===== src/rtl/fibonacci_stream_packer_if.sv =====
// rtl/fibonacci_stream_packer_if.sv - term input and tagged output stream bundle for the packer
interface fibonacci_stream_packer_if #(
  parameter int W    = 32,
  parameter int IDXW = 8
);
  logic            in_valid;
  logic [W-1:0]    in_data;
  logic            out_valid;
  logic            out_ready;
  logic [W-1:0]    out_data;
  logic [IDXW-1:0] out_idx;
  logic            out_wrap;

  // master: generator/consumer environment; slave: the packer itself
  modport master (
    output in_valid, in_data, out_ready,
    input  out_valid, out_data, out_idx, out_wrap
  );

  modport slave (
    input  in_valid, in_data, out_ready,
    output out_valid, out_data, out_idx, out_wrap
  );
endinterface


===== src/rtl/fibonacci_stream_packer.sv =====
// rtl/fibonacci_stream_packer.sv - tags Fibonacci terms with index/wrap and buffers them in a FWFT FIFO
module fibonacci_stream_packer #(
  parameter int W     = 32,
  parameter int DEPTH = 4,
  parameter int IDXW  = 8,
  parameter int DROPW = 16
) (
  input  logic                          clk,
  input  logic                          rst,
  fibonacci_stream_packer_if.slave      s,
  output logic                          full,
  output logic [DROPW-1:0]              drop_cnt
);
  localparam int PW = $clog2(DEPTH);
  localparam int CW = $clog2(DEPTH) + 1;
  localparam int EW = W + IDXW + 1;

  logic [EW-1:0]   mem [DEPTH];
  logic [PW-1:0]   wr_ptr, rd_ptr;
  logic [CW-1:0]   count;
  logic [IDXW-1:0] idx_r;
  logic [W-1:0]    prev_r;
  logic            wrap_r;

  logic pop, push, drop, wrap_now, wrap_entry;

  assign full       = (count == CW'(DEPTH));
  assign s.out_valid = (count != '0);
  assign pop        = s.out_valid & s.out_ready;
  assign push       = s.in_valid & (~full | pop);
  assign drop       = s.in_valid & full & ~pop;
  // the sequence only decreases when the W-bit sum overflows
  assign wrap_now   = (idx_r != '0) && (s.in_data < prev_r);
  assign wrap_entry = wrap_r | wrap_now;

  assign {s.out_wrap, s.out_idx, s.out_data} = mem[rd_ptr];

  always_ff @(posedge clk) begin
    if (push) mem[wr_ptr] <= {wrap_entry, idx_r, s.in_data};
  end

  always_ff @(posedge clk) begin
    if (rst) begin
      wr_ptr   <= '0;
      rd_ptr   <= '0;
      count    <= '0;
      idx_r    <= '0;
      prev_r   <= '0;
      wrap_r   <= 1'b0;
      drop_cnt <= '0;
    end else begin
      // tag state advances for every captured term, pushed or dropped
      if (s.in_valid) begin
        idx_r  <= idx_r + 1'b1;
        prev_r <= s.in_data;
        wrap_r <= wrap_entry;
      end
      if (push) wr_ptr <= wr_ptr + 1'b1;
      if (pop)  rd_ptr <= rd_ptr + 1'b1;
      case ({push, pop})
        2'b10:   count <= count + 1'b1;
        2'b01:   count <= count - 1'b1;
        default: count <= count;
      endcase
      if (drop && (drop_cnt != {DROPW{1'b1}})) drop_cnt <= drop_cnt + 1'b1;
    end
  end
endmodule

===== src/flat_wrapper.sv =====
// flat-port wrapper written by rule: the top's interface ports become plain ports
module fibonacci_stream_packer_flat 
#(
  parameter int W     = 32,
  parameter int DEPTH = 4,
  parameter int IDXW  = 8,
  parameter int DROPW = 16
)
  (clk, rst, full, drop_cnt, s_in_valid, s_in_data, s_out_ready, s_out_valid, s_out_data, s_out_idx, s_out_wrap);
  fibonacci_stream_packer_if #(.W(W), .IDXW(IDXW)) s_i ();
  input  logic clk;
  input  logic rst;
  output logic full;
  output logic [DROPW-1:0] drop_cnt;
  input wire logic [$bits(s_i.in_valid)-1:0] s_in_valid;
  input wire logic [$bits(s_i.in_data)-1:0] s_in_data;
  input wire logic [$bits(s_i.out_ready)-1:0] s_out_ready;
  output wire logic [$bits(s_i.out_valid)-1:0] s_out_valid;
  output wire logic [$bits(s_i.out_data)-1:0] s_out_data;
  output wire logic [$bits(s_i.out_idx)-1:0] s_out_idx;
  output wire logic [$bits(s_i.out_wrap)-1:0] s_out_wrap;
  assign s_i.in_valid = s_in_valid;
  assign s_i.in_data = s_in_data;
  assign s_i.out_ready = s_out_ready;
  assign s_out_valid = s_i.out_valid;
  assign s_out_data = s_i.out_data;
  assign s_out_idx = s_i.out_idx;
  assign s_out_wrap = s_i.out_wrap;
  fibonacci_stream_packer #(.W(W), .DEPTH(DEPTH), .IDXW(IDXW), .DROPW(DROPW)) u_core (.clk(clk), .rst(rst), .s(s_i), .full(full), .drop_cnt(drop_cnt));
endmodule

===== config.mk =====
export PLATFORM = sky130hd
export DESIGN_NAME = fibonacci_stream_packer_flat
export DESIGN_NICKNAME = d
export VERILOG_FILES = /design/src/rtl/fibonacci_stream_packer_if.sv /design/src/rtl/fibonacci_stream_packer.sv /design/src/flat_wrapper.sv
export SDC_FILE = /design/constraint.sdc
export NUM_CORES = 1
export LEC_CHECK = 0
export ABC_AREA = 1
export CAP_MARGIN = 20
export CORE_ASPECT_RATIO = 2
export CORE_MARGIN = 10
export CORE_UTILIZATION = 40
export CTS_CLUSTER_SIZE = 10
export DETAILED_ROUTE_END_ITERATION = 12
export GPL_TIMING_DRIVEN = 0
export PLACE_DENSITY = 0.67
export SYNTH_ARGS = -nofsm -noshare
export SYNTH_HDL_FRONTEND = slang
export SYNTH_SLANG_ARGS = --single-unit

===== constraint.sdc =====
create_clock -name clk -period 3.3 [get_ports clk]
set_clock_uncertainty 0.2 [all_clocks]
set_input_delay 0.495 -clock clk [delete_from_list [all_inputs] [get_ports clk]]
set_output_delay 0.495 -clock clk [all_outputs]
set_load 0.005 [all_outputs]

==> After elaboration in Yosys (flattened, before gate mapping) <==
Memory sizes are Yosys's and may differ from the RTL's. A register that Yosys moved wholly into a read port is not among the register bits.
Cells that the tools add are included.
{ "word_totals": {"register_bits": 64, "ramBits": 164, "inputBits": 36, "n_memories": 1} }
{ "op_classes": {"add_sub_neg": 6, "n_lt_le_gt_ge": 1, "eq_ne": 4, "muxes": 5, "bitwise_logic": 8, "reduce_logical": 5} }
{ "memory_table": {"columns": ["name", "words", "width", "read_ports", "rd_clocked_by_memory_dff", "wr", "line_no", "text"], "rows": [
  ["u_core.mem", 4, 41, 1, 1, 1, "fibonacci_stream_packer.sv:18", "logic [EW-1:0] mem [DEPTH];"]
]} }
{ "op_table": {"columns": ["op", "n"], "rows": [
  ["32-bit less-than comparator", 1],
  ["16-bit by 1-bit adder with 16-bit output, second input constant", 1],
  ["16-bit != test, second input constant", 1],
  ["8-bit by 1-bit adder with 8-bit output, second input constant", 1],
  ["8-bit nonzero test", 1],
  ["3-bit case mux with 2 select lines", 1],
  ["2-bit by 1-bit adder with 2-bit output, second input constant", 2],
  ["1-bit AND", 4],
  ["2-bit two-way mux", 2],
  ["3-bit by 1-bit adder with 3-bit output, second input constant", 1],
  ["3-bit == test, second input constant", 1],
  ["3-bit nonzero test", 1],
  ["3-bit by 1-bit subtractor with 3-bit output, second input constant", 1],
  ["2-bit by 1-bit == test with 1-bit output, second input constant", 1],
  ["2-bit == test, second input constant", 1],
  ["1-bit logical AND", 2],
  ["1-bit two-way mux", 2],
  ["1-bit inverter", 2],
  ["1-bit bitwise OR", 2],
  ["2-bit nonzero test", 1]
]} }

==> Logic depth before layout (Yosys ltp) <==
Gate-level depths: netlist of the first run.
{ "depth": {"word_depth": 6, "depth_mapped": 13, "depth_no_buf": 13} }

==> Least setup slack after synthesis of the first run <==
OpenSTA, ideal clock, no wires.
{ "synth_path": {"kind": "input to register", "start": "input port s_in_valid", "end": "memory u_core.mem[0][0] (netlist name), enable pin", "setup_time_ps": 440, "arrival_time_ps": 2653, "t_required_ps": 2660, "slack_ps": 8, "path_stages": 3, "n_path_buf": 1, "path_cell_list": "clkbuf_1 -> nand2_1 -> nor2_1"} }
{ "synth_via": {"elab_chain_cells": 3} }
{ "synth_rtl": {"columns": ["element", "line_no", "text"], "rows": [
  ["from (decl)", "flat_wrapper.sv:15", "input wire logic [$bits(s_i.in_valid)-1:0] s_in_valid;"],
  ["1-bit AND", "fibonacci_stream_packer.sv:30", "assign push = s.in_valid & (~full | pop);"],
  ["1-bit two-way mux", "fibonacci_stream_packer.sv:39", "if (push) mem[wr_ptr] <= {wrap_entry, idx_r, s.in_data};"],
  ["1-bit two-way mux (implied by the code)", "fibonacci_stream_packer.sv:39", null],
  ["to (decl)", "fibonacci_stream_packer.sv:18", null]
]} }
Every way passes these cells.

==> metrics.md, run 1 <==
| Metric | Value |
|---|---|
| Status | `finished clean` |
| Crit end category | `output port` |
| Reg area | `6250 um^2` |
| Synth-to-Final Area Change | `22.7%` |
| Post CTS Setup Buffer Count | `0` |
| Syn. warnings | `0` |
| Total grt overflow | `0` |
| CTS Sinks | `230` |
| Routed wire per std cell | `18.1 um` |
| Layout Nets | `1073` |
| Post-placement cell area | `10900 um^2` |
| VDD IR max | `0.343 mV` |
| Worst slew margin | `0.552` |
| Fraction of registers with async set/reset | `0` |
| Ports | `95` |
| Share of cells above drive strength 1 | `0.0530` |
| Sw frac | `0.250` |
| Core Area | `23300 um^2` |
| Clock share of power | `0.368` |
| CTS Buf Count | `26` |
| Final non-filler cell total | `1302` |
| RSZ-0062 raised after global routing | `no` |
| CP max stage delay | `560 ps` |
| CTS H-tree depth | `1` |
| Placed insts | `1253` |
| Global placer's final weighted congestion | `0.810` |
| Area share of the largest cell type after synthesis | `0.518` |
| Worst-path maximum fanout | `10` |
| Leakage Power | `4.12 nW` |
| Top FF cell, synth | `edfxtp_1` |
| Critical path arrival | `2500 ps` |
| Sw power | `1.75 mW` |
| Total number of vias | `6777` |
| Max Buffers Root-to-Sink | `3` |
| Comb pwr share | `0.161` |
| Sequential power share | `0.471` |
| Maximum clock rate | `313 MHz` |
| FILL cells | `2085` |
| CP cell instances | `inv_1, clkbuf_1, o21ai_0, o22ai_1, clkdlybuf4s50_1` |
| Worst Tran Pin Value | `671 ps` |
| Setup_tns | `0 ps` |
| Row Count | `79` |
| Yosys cell types | `27` |
| Int Pwr | `5.26 mW` |
| Drt drc | `0` |
| #FFs+latches synth | `230` |
| Hold Buf Count CTS | `0` |
| Clock Pin Slew Worst Setup and Hold Paths | `60 ps` |
| Pwr dens | `601 nW/um^2` |
| Startpoint Class | `flop` |
| Vias/cell | `5.21` |
| Synthesized area | `9510 um^2` |
| Slew Viols, Final | `0` |
| Global-route wire length before repair | `36600 um` |
| CTS tree | `built` |
| Final WS setup | `106 ps` |
| Part of the cycle the worst path needs | `0.968` |
| Clock latency on the worst-skew pair | `520 ps` |
| Die Footprint | `30700 um^2` |
| Final HPWL DP | `16300 um` |
| Synth area leaders | `edfxtp_1 (52%), dfxtp_1 (14%), o21ai_0 (7.2%), ha_1 (5.0%), nor2_1 (4.6%)` |
| CP max-delay cell | `clkdlybuf4s50_1` |
| Die Ht | `238 um` |
| Fin crit period | `3190 ps` |
| Synth Instances | `873` |
| Final Util | `0.501` |
| Finished Cell Area | `11700 um^2` |
| Synthesized net count | `948` |
| Count of final setup violators | `0` |
| Number of port buffers | `93` |
| Worst hold slack | `218 ps` |
| Pre-CTS WS | `394 ps` |
| Sequential share of the synthesized area | `0.657` |
| Buf/Inv on CP | `3` |
| Total Power | `7.02 mW` |
| DR iter-0 viols | `297` |
| Cell family with most CP delay | `buffers and inverters` |
| Crit Path Class | `flop to output port` |
| Die Wd | `129 um` |
| Footprint of the multi-input gates | `2860 um^2` |
| CTS Root Cell | `clkbuf_16` |
| Total track usage | `0.151` |
| Worst EP required | `2600 ps` |
| Avg Cell Area, Syn | `10.9 um^2` |
| Antenna violations before repair | `1` |
| Post-synth EDFFs | `164` |
| Post-route ant nets | `0` |
| Max-Cap Viols | `0` |
| First-pass DRT Iterations | `4` |
| Vias in the first global route | `7008` |
| WL final | `23600 um` |
| Largest net degree at the start of global routing | `27` |
| Hold Crit Class | `primary input to flop` |
| Final Hold Fails | `0` |
| Top cell type by total area after synthesis | `edfxtp_1` |
| Initial Utilization | `0.408` |
registers in the layout, summed over array words and instances (netlist names), named ones only:
name	flops
u_core.prev_r	32
u_core.wrap_r	1
u_core.rd_ptr	2
u_core.drop_cnt	16
u_core.wr_ptr	2
u_core.mem	164
u_core.idx_r	8
u_core.count	3
worst register-to-register path, delay by kind of cell (launching register included):
family / cells / cell delay, ps
DFF: 1 / 370
adders and majority gates: 1 / 420
AOI/OAI and AO/OA: 5 / 970
buffers and inverters: 1 / 110
and+or+nand+nor: 1 / 190
power by group through the flow:
stage | Combinational (mW) | Clock, mW | Sequential (mW)
2_1_floorplan | 0.529 | 0 | 3.36
3_5_place_dp | 1.14 | 0 | 3.36
3_3_place_gp | 1.10 | 0 | 3.37
6_report | 1.13 | 2.58 | 3.30
5_1_grt | 1.26 | 2.73 | 3.31
4_1_cts | 1.15 | 2.63 | 3.30
cell type report:
type,count,share of cell area
clock buffers,48,0.0646
plain buffers,41,0.0151
multi-input cells,530,0.245
diodes,1,0.000214
repair buffers,97,0.0866
well taps,283,0.0303
inverters,72,0.0231
flip-flops and latches,230,0.535
layout by cell type (no fill, tap or decap), drive strengths merged:
master / count
edfxtp: 164
o21ai: 138
nor2: 116
clkdlybuf4s50: 93
clkbuf: 87
a21oi: 75
nand2: 75
inv: 72
dfxtp: 66
o22ai: 41
ha: 38
nor3: 17
nand3: 13
buf: 6
nand4: 4
xor2: 4
xnor2: 3
o21a: 2
diode: 1
a31oi: 1
or2: 1
nand3b: 1
fa: 1
routing by layer:
| metal | part of all wire | GRT usage | up-vias |
|---|---|---|---|
| met3 | 0.052 | 0.0302 | 38 |
| li1 | - | - | 3348 |
| met5 | 0 | 0 | - |
| met4 | 0.026 | 0.0589 | 0 |
| met1 | 0.37 | 0.156 | 3242 |
| met2 | 0.55 | 0.289 | 149 |
path summary, 6_finish.rpt:
check	slack, ps	to	cells after the start	from
min reg2reg	260	u_core.prev_r[21]$_SDFFE_PP0P_	2	u_core.prev_r[21]$_SDFFE_PP0P_
min	220	u_core.prev_r[0]$_SDFFE_PP0P_	2	s_in_valid
max	110	s_out_data[28]	5	flop
max reg2reg	940	u_core.count[2]$_SDFFE_PP0P_	8	u_core.count[0]$_SDFFE_PP0P_
what timing repair did:
action	in CTS	in global routing
endpoints found under the setup margin	26	9
gates resized for setup	8	2
cloned	0	0
cell usage after synthesis (3+ instances only):
cell,instances
nor2_1,116
o21ai_0,137
edfxtp_1,164
nor3_1,15
ha_1,38
xnor2_1,3
xor2_1,4
o22ai_1,41
a21oi_1,75
nand2_1,73
inv_1,70
dfxtp_1,66
clkbuf_1,39
nand4_1,4
nand3_1,13
kinds of logic after synthesis:
logic type	Yosys count	share of synthesized area
AO/OA/AOI/OAI	257	0.142
flip-flops	230	0.657
AND/OR/NAND/NOR	227	0.0975
buffers and inverters	113	0.0458
adder cells (fa/ha/maj)	39	0.0521
XOR/XNOR	7	0.00644
No activity file was read; power rests on OpenSTA's default activity.
==> run 2: changes to the inputs <==
--- a/config.mk
+++ b/config.mk
@@ -7,13 +7,16 @@
 export LEC_CHECK = 0
 export ABC_AREA = 1
 export CAP_MARGIN = 20
+export CELL_PAD_IN_SITES_DETAIL_PLACEMENT = 0
+export CELL_PAD_IN_SITES_GLOBAL_PLACEMENT = 1
 export CORE_ASPECT_RATIO = 2
 export CORE_MARGIN = 10
 export CORE_UTILIZATION = 40
 export CTS_CLUSTER_SIZE = 10
 export DETAILED_ROUTE_END_ITERATION = 12
 export GPL_TIMING_DRIVEN = 0
-export PLACE_DENSITY = 0.67
+export PLACE_DENSITY = 0.77
 export SYNTH_ARGS = -nofsm -noshare
 export SYNTH_HDL_FRONTEND = slang
 export SYNTH_SLANG_ARGS = --single-unit
+export TNS_END_PERCENT = 50
==> constraint.sdc (replaced) <==
create_clock -name clk -period 3.33 [get_ports clk]
set_clock_uncertainty 0.2 [all_clocks]
set_input_delay 0.4995 -clock clk [delete_from_list [all_inputs] [get_ports clk]]
set_output_delay 0.4995 -clock clk [all_outputs]
set_load 0.005 [all_outputs]
==> metrics.md, run 2 (synthesis gave the netlist of run 1 again) <==
| Metric | Value |
|---|---|
| Status | `finished clean` |
| Critical path arrival | `2480 ps` |
| Total grt overflow | `0` |
| Placed insts | `1253` |
| Setup_tns | `0 ps` |
| DR iter-0 viols | `426` |
| Part of the cycle the worst path needs | `0.954` |
| Share of cells above drive strength 1 | `0.0540` |
| Die Wd | `129 um` |
| Final Util | `0.501` |
| Finished Cell Area | `11700 um^2` |
| Largest Register | `u_core.mem` |
| Final Hold Fails | `0` |
| Drt drc | `0` |
| Total Power | `6.94 mW` |
| First-pass DRT Iterations | `5` |
| VDD IR max | `0.344 mV` |
| CTS H-tree depth | `1` |
| Vias in the first global route | `6841` |
| Fin crit period | `3180 ps` |
| Worst-path maximum fanout | `10` |
| Final non-filler cell total | `1301` |
| CTS Root Cell | `clkbuf_16` |
| Post-placement cell area | `10900 um^2` |
| Row Count | `79` |
| Routed wire per std cell | `18.3 um` |
| Layout Nets | `1073` |
| Largest net degree at the start of global routing | `26` |
| Clock latency on the worst-skew pair | `520 ps` |
| Final HPWL DP | `17100 um` |
| Core Area | `23300 um^2` |
| Crit Path Class | `flop to output port` |
| Total number of vias | `6714` |
| Global placer's final weighted congestion | `0.817` |
| Antenna cell count | `0` |
| Final WS setup | `154 ps` |
| Ports | `95` |
| Most common cell after layout, fill and taps aside | `edfxtp_1` |
| Die Footprint | `30700 um^2` |
| CTS tree | `built` |
| Startpoint Class | `flop` |
| Worst EP required | `2630 ps` |
| Crit end category | `output port` |
| Most frequent cells in the layout | `edfxtp_1 (164), o21ai_0 (137), nor2_1 (112), clkdlybuf4s50_1 (93), a21oi_1 (75)` |
| Global-route wire length before repair | `37000 um` |
| Vias/cell | `5.16` |
| CTS Buf Count | `26` |
| Worst slew margin | `0.415` |
| WL final | `23800 um` |
| Max-Cap Viols | `0` |
| Maximum clock rate | `315 MHz` |
| Post-route ant nets | `0` |
| Worst hold slack | `218 ps` |
| Hold Crit Class | `primary input to flop` |
| Max Buffers Root-to-Sink | `3` |
| Clock Pin Slew Worst Setup and Hold Paths | `60 ps` |
| Worst Tran Pin Value | `875 ps` |
| Slew Viols, Final | `0` |
| CTS Sinks | `230` |
| Die Ht | `238 um` |
| Antenna violations before repair | `0` |
| Max reg flops | `164` |
| Number of port buffers | `93` |
| Leakage Power | `4.12 nW` |
| Biggest regs | `u_core.mem x164, u_core.prev_r x32, u_core.drop_cnt x16` |
| RSZ-0062 raised after global routing | `no` |
| Pwr dens | `594 nW/um^2` |
| Count of final setup violators | `0` |
| Synth-to-Final Area Change | `22.8%` |
| Initial Utilization | `0.408` |
| Total track usage | `0.153` |
| Pre-CTS WS | `254 ps` |
| Hold Buf Count CTS | `0` |
==> run 2: cell count changes in the layout (fill, tap and decap cells not counted), sizes merged <==
cell	change
diode	-1
==> run 2: cell type report <==
type	count	area, um^2
Buffer	41	178
Timing Repair Buffer	97	1020
Fill cell	2108	11600
Sequential cell	230	6250
Multi-Input combinational cell	530	2860
Tap cell	283	354
Clock buffer	48	754
Inverter	72	270
==> run 2: repair_timing <==
item	4_1_cts	5_1_grt
setup buffers	0	0
setup endpoints to repair	28	25
resized for setup	7	6
==> run 2: path summary, 6_finish.rpt <==
path	from	endpoint	slack (ps)	cells past startpoint
min reg2reg	u_core.prev_r[13]$_SDFFE_PP0P_	u_core.prev_r[13]$_SDFFE_PP0P_	260	2
max	flop	s_out_data[18]	150	5
max reg2reg	u_core.count[2]$_SDFFE_PP0P_	u_core.mem[3][37]$_DFFE_PP_	850	6
min	s_in_valid	u_core.prev_r[0]$_SDFFE_PP0P_	220	2
==> run 2: where the power goes <==
group	switching (mW)	internal, mW	total [mW]
combinational	0.639	0.480	1.12
clock	1.04	1.51	2.55
sequential	0.0445	3.23	3.27
total	1.73	5.22	6.94
==> run 2: critical path: stages, from the launching register on <==
cell and delay (ps):
dfxtp_1 380, inv_1 180, clkbuf_1 450, o21ai_0 180, o22ai_1 210, clkdlybuf4s50_1 550
==> run 2: per-layer routing <==
layer / routed length (um) / track usage
met3: 1240 / 0.0313
met1: 8370 / 0.150
met2: 13600 / 0.304
met5: 0 / 0
met4: 559 / 0.0523
